`config.mk`:
```
export PLATFORM = sky130hd
export DESIGN_NAME = serial_adder
export DESIGN_NICKNAME = d
export VERILOG_FILES = /design/src/rtl/full_adder_bh.sv /design/src/rtl/serial_adder.sv
export SDC_FILE = /design/constraint.sdc
export NUM_CORES = 1
export LEC_CHECK = 0
export ABC_AREA = 1
export BUFFER_PORTS_ARGS = -buffer_cell sky130_fd_sc_hd__buf_2
export CAP_MARGIN = 25
export CORE_MARGIN = 4
export CORE_UTILIZATION = 57
export DETAILED_ROUTE_END_ITERATION = 16
export PLACE_DENSITY = 0.82
export SLEW_MARGIN = 30
export SYNTH_ARGS = -nofsm -noshare
export SYNTH_HDL_FRONTEND = slang
export SYNTH_HIERARCHICAL = 1
export SYNTH_SLANG_ARGS = --single-unit
```
`constraint.sdc`:
```
create_clock -name clk -period 2.1 [get_ports clk]
set_input_delay 0.105 -clock clk [delete_from_list [all_inputs] [get_ports clk]]
set_output_delay 0.105 -clock clk [all_outputs]
set_load 0.1 [all_outputs]
```
`src/rtl/full_adder_bh.sv`:
```
// Single-bit full adder from the combinational library, described behaviourally.
// The serial adder instantiates it once and feeds it one operand bit per clock.
module full_adder_bh (
    output logic s,
    output logic c,
    input  logic a,
    input  logic b,
    input  logic cin
);

    assign s = a ^ b ^ cin;
    assign c = (a & b) | (a & cin) | (b & cin);

endmodule

```
`src/rtl/serial_adder.sv`:
```
// Bit-serial adder: one full adder plus shift registers, LSB first.
// A new result appears WIDTH clocks after start is accepted, with cout as bit WIDTH.
module serial_adder #(
    parameter int WIDTH = 8
) (
    input  logic             clk,
    input  logic             rst_n,
    input  logic             start,
    input  logic [WIDTH-1:0] a,
    input  logic [WIDTH-1:0] b,
    input  logic             cin,
    output logic             busy,
    output logic             done,
    output logic [WIDTH-1:0] sum,
    output logic             cout
);

    localparam int CNT_W = (WIDTH > 1) ? $clog2(WIDTH) : 1;
    localparam logic [CNT_W-1:0] LAST_BIT = CNT_W'(WIDTH - 1);

    typedef enum logic {
        IDLE = 1'b0,
        RUN  = 1'b1
    } state_e;

    state_e           state;
    state_e           state_nxt;
    logic [WIDTH-1:0] a_sh;
    logic [WIDTH-1:0] b_sh;
    logic [WIDTH-1:0] sum_sh;
    logic             carry;
    logic [CNT_W-1:0] cnt;
    logic             fa_s;
    logic             fa_c;

    full_adder_bh u_fa (
        .s   (fa_s),
        .c   (fa_c),
        .a   (a_sh[0]),
        .b   (b_sh[0]),
        .cin (carry)
    );

    // NOTE: next_state gets a default before the case so no path leaves it unassigned (no latch).
    always_comb begin
        state_nxt = state;
        case (state)
            IDLE:    if (start) state_nxt = RUN;
            RUN:     if (cnt == LAST_BIT) state_nxt = IDLE;
            default: state_nxt = IDLE;
        endcase
    end

    // NOTE: non-blocking assignments keep every register sampling pre-edge values, so the
    // shift, carry and counter updates below are order-independent.
    always_ff @(posedge clk) begin
        if (!rst_n) begin
            state  <= IDLE;
            a_sh   <= '0;
            b_sh   <= '0;
            sum_sh <= '0;
            carry  <= 1'b0;
            cnt    <= '0;
            busy   <= 1'b0;
            done   <= 1'b0;
            sum    <= '0;
            cout   <= 1'b0;
        end else begin
            state <= state_nxt;
            done  <= 1'b0;
            case (state)
                IDLE: begin
                    if (start) begin
                        a_sh  <= a;
                        b_sh  <= b;
                        carry <= cin;
                        cnt   <= '0;
                        busy  <= 1'b1;
                    end
                end
                RUN: begin
                    sum_sh <= {fa_s, sum_sh[WIDTH-1:1]};
                    carry  <= fa_c;
                    a_sh   <= a_sh >> 1;
                    b_sh   <= b_sh >> 1;
                    cnt    <= cnt + 1'b1;
                    // The final bit goes straight into the visible result, so sum never shows partials.
                    if (cnt == LAST_BIT) begin
                        sum  <= {fa_s, sum_sh[WIDTH-1:1]};
                        cout <= fa_c;
                        done <= 1'b1;
                        busy <= 1'b0;
                    end
                end
                default: ;
            endcase
        end
    end

endmodule
```
# After elaboration in Yosys (flattened, before gate mapping)
# Index checks and enable logic that the tools add are counted.
[word_totals]
regBits = 40
output_inout_bits = 11
wordCells = 40
[op_classes]
eq_ne = 3
bitwise_logic = 8
reduce_logical = 3
mux = 15
addsub = 1
[ops]
columns = ["operator", "count"]
rows = [
  ["one-hot mux 8 bit (2 select lines)", 2],
  ["two-way mux 8 bit", 2],
  ["two-way mux 1 bit", 6],
  ["one-hot mux 1 bit (2 select lines)", 3],
  ["one-hot mux 3 bit (2 select lines)", 1],
  ["AND reduction 2 bit", 3],
  ["adder 3 x 1 -> 3 bit, second input constant", 1],
  ["bitwise AND 1 bit", 3],
  ["equality test 3 bit, second input constant", 1],
  ["two-way mux 3 bit", 1],
  ["inequality test 2 x 1 -> 1 bit, second input constant", 1],
  ["inequality test 2 bit, second input constant", 1],
  ["OR 1 bit", 2],
  ["bitwise XOR 1 bit", 2],
  ["inverter 1 bit", 1],
]

# Longest topological paths before layout
[logic_depth]
depth_word = 4
ltp_mapped = 7
depth_no_buf = 6

# Cells and area by module
# The synthesis kept the hierarchy.
[by_module_without_submodules]
columns = ["module", "area_per_inst_um2", "cells_per_inst", "n_inst"]
rows = [
  ["serial_adder", 1586.5, 220, 1],
  ["full_adder_bh", 20.0, 1, 1],
]

# Least setup slack after synthesis
# Ideal clock, no wire load.
[synth_path]
kind = "reg2reg"
start = "reg cout (netlist name)"
end = "reg cout"
setup_time_ns = 0.070
arrival_ns = 1.178
path_stages_with_launch = 3
setup_slack_ns = 0.852
required_ns = 2.030
n_path_buf = 0
synth_period_minus_slack_ns = 1.248
cell_sequence = "dfxtp_1 -> nand2_1 -> a21oi_1"
[synth_lines]
columns = ["item", "line", "rtl"]
rows = [
  ["end signal, assigned", "serial_adder.sv:67", "cout <= 1'b0;"],
  ["end signal, assigned", "serial_adder.sv:90", "cout <= fa_c;"],
  ["end, declared", "serial_adder.sv:15", "output logic cout"],
]

# Worst setup path in the final report
[layout_path]
start = "reg state"
end = "reg b_sh[6]"
[layout_between]
elab_chain_len = 2
[layout_rtl]
columns = ["item", "line", "rtl"]
rows = [
  ["start, declared", "serial_adder.sv:26", "state_e state;"],
  ["start signal, assigned", "serial_adder.sv:69", "state <= state_nxt;"],
  ["inverter 1 bit", "serial_adder.sv:71", "case (state)"],
  ["one-hot mux 8 bit (2 select lines) or inequality test 2 bit (tied branches)", "n/a", ""],
  ["end signal, assigned", "serial_adder.sv:85", "b_sh <= b_sh >> 1;"],
  ["end, declared", "serial_adder.sv:29", "logic [WIDTH-1:0] b_sh;"],
]
# Several ways; a longest one is shown, not always the timed one.
# A chain may end at the register's enable or synchronous reset.

==> flow_summary.toml <==
[run_status]
status = "completed"

[finish]
layout-drive-gt1-share_pct = 17.5
finalNetCount = 274
syn_to_final_growth_pct = 13.9
fillCellCount = 230
antennaDiodeCount = 0
fin_cells = 281

[drt]
wl_per_cell_um = 11.0
drt_pass1_iterations = 4
wl_mm = 3.09
drt_iter0_drc = 45
num_vias = 1397
antenna_left = 0
post_drt_via_cell_ratio = 4.97
drc = 0

[synthesis]
synth_area_leaders = "dfxtp_1 49%, nand2_1 16%, nand3_1 9.3%"
syn_area_per_cell_um2 = 7.27
synth_warnings = 6
ys_seq_elements = 39
synth-seq-area-share_pct = 48.6
synth_area_um2 = 1610
synth_top_area_share_pct = 48.6
syn-num-nets = 245
synth.largest_area_cell = "dfxtp_1"
netlist-cell-type-count = 18
postSynthCellCount = 221

[die]
start_util_pct = 62.0
coreArea_um2 = 2590
rows = 18
ios = 31
dieArea_um2 = 3730
die_h_um = 61.1
dieWidth_um = 61.1

[sta]
finalSetupTns_ns = 0
rsz0062_at_grt = "false"
fin_crit_sh_pct = 65.8
maxSlewViolCount = 0
max_freq_mhz = 724
setup_slack_ns = 0.718
fin_crit_ns = 1.38
max_slew_margin_pct = 67.7
setup_viol = 0
finalHoldViolCount = 0
worst_clock_skew_ns = 0.00874
worstMarginPinSlew_ns = 0.488

[pwr]
power-per-cell-area_nw_per_um2 = 745
peakVddDrop_v = 0.000624
power_leakage_nw = 0.932

[setup_path]
crit_chain = "nor2_2 > buf_4 > nand2_1 > nand3_1 > nand2_1 > inv_1"
worst-endpoint-required_ns = 2.40
critPathKind = "reg2reg"
slowest_delay_ns = 0.43
rr_startpoint = "state"
cpMostUsedCell = "nand2_1"
arrival_ns = 1.68
end_kind = "flip-flop"
r2r-end = "b_sh[6]"
reg2reg_slack_ns = 0.72
cp_max_fo = 11
worstRegToRegCells = 6
startpoint_type = "flip-flop"
slowest_stage = "dfxtp_1"

[clocking]
hold_buffers = 2
cts_max_path_buffers = 2
clk_pin_slew_worst_paths_ns = 0.11
cts_sinks = 39
cts_tree = "yes"
cts_buffers = 5
worstSkewPairLatency_ns = 0.34
cts_resized = 0
post_cts_buffers = 0
ctsHtreeMaxLevel = 2
cts-root-buf = "clkbuf_4"

[hold_path]
holdCritStartpoint = "b[1]"
hold_path.class = "in2reg"
hold_end = "b_sh[1]"
worstHoldPathCells = 5

[place]
dp_cells = 271
io_buffers = 30
dpl_worst_slack_ns = 0.738
gp_congestion = 0.796
dp_hpwl_mm = 2.04

[global_routing]
grt_pass1_vias = 1217
antenna_found_initial = 0
grt_max_degree = 26
track_usage_pct = 18.6
overflow = 0
grt_pass1_wl_mm = 5.20

[run]
cap_violations = 0
[flip-flops by register name, summed over array words and instances, names as in the netlist]
signal  flops
a_sh        8
b_sh        8
busy        1
carry       1
cnt         3
cout        1
done        1
state       1
sum         8
sum_sh      7
[critical path: cells and delay by family (launching register included)]
kind / cells / cell delay (ns)
DFF: 1 / 0.43
and+or+nand+nor: 4 / 0.60
buffers and inverters: 2 / 0.31
[cell type report]
type                            instances  area, µm²  area share [%]
Sequential cell                        39        781            42.7
Tap cell                               30       37.5            2.05
Inverter                               20       75.1            4.10
Multi-Input combinational cell        149        676            36.9
Clock buffer                            8       68.8            3.76
Timing Repair Buffer                   35        193            10.5
[Yosys cell counts]
| cell type | count |
|---|---|
| a211oi_1 | 1 |
| a21oi_1 | 12 |
| buf_1 | 1 |
| buf_2 | 6 |
| buf_4 | 5 |
| clkbuf_1 | 1 |
| dfxtp_1 | 39 |
| fa_1 | 1 |
| ha_1 | 3 |
| inv_1 | 18 |
| inv_2 | 2 |
| nand2_1 | 67 |
| nand2_2 | 1 |
| nand3_1 | 30 |
| nor2_1 | 23 |
| nor2_2 | 1 |
| nor3_1 | 1 |
| o21ai_0 | 9 |
[metrics by stage]
| step | hold WS (ns) | instance area [µm²] | util [%] | total power, mW |
|---|---|---|---|---|
| finish | 0.0744 | 1830 | 70.7 | 1.36 |
| global placement | 0.362 | 1740 | 67.2 | 0.940 |
| floorplan | 0.248 | 1610 | - | 0.909 |
| CTS | 0.0663 | 1830 | 70.7 | 1.37 |
| detailed placement | 0.364 | 1740 | 67.2 | 0.944 |
| global route | 0.0785 | 1830 | 70.7 | 1.42 |
[cell usage in the layout (no fill, tap or decap)]
cell type and n:
nand2_1 67, dfxtp_1 39, nand3_1 30, buf_2 30, nor2_1 23, inv_1 18, a21oi_1 12, o21ai_0 9
clkbuf_4 5, ha_1 3, buf_4 3, inv_2 2, clkbuf_8 2, dlygate4sd3_1 2, a211oi_1 1, nand2_2 1
nor2_2 1, nor3_1 1, clkbuf_1 1, fa_1 1
[how the worst max path moves through the flow]
| stage | startpoint | to | slack (ns) | cells after the start |
|---|---|---|---|---|
| 6_report | state | b_sh[6] | 0.72 | 6 |
| 5_1_grt | state | b_sh[6] | 0.59 | 6 |
| 4_1_cts | state | b_sh[6] | 0.71 | 6 |
| 3_5_place_dp | state | b_sh[6] | 0.74 | 6 |
| 3_3_place_gp | state | b_sh[6] | 0.79 | 6 |
| 2_1_floorplan | cout | cout | 0.85 | 2 |
[logic make-up (layout without fill, tap and decap cells)]
| logic type | count (synthesis) | count (layout) | share of synthesized area [%] |
|---|---|---|---|
| DFF | 39 | 39 | 48.6 |
| adders and majority gates | 4 | 4 | 3.58 |
| buffers and inverters | 33 | 63 | 9.35 |
| and+or+nand+nor | 123 | 123 | 31.5 |
| AOI/OAI and AO/OA | 22 | 22 | 7.01 |
[per-layer routing]
| layer | track usage [%] | part of all wire [%] |
|---|---|---|
| met1 | 23.8 | 48 |
| met2 | 29.5 | 46 |
| met3 | 5.66 | 4.8 |
| met4 | 7.43 | 1.4 |
| met5 | 0 | 0 |
[power by group]
part           switching [mW]  leakage [nW]  total (mW)  internal (mW)
registers              0.0182         0.318       0.786          0.768
logic                  0.0904         0.576       0.144         0.0535
clock network           0.237        0.0386       0.434          0.197
(Power assumes the default switching activity.)
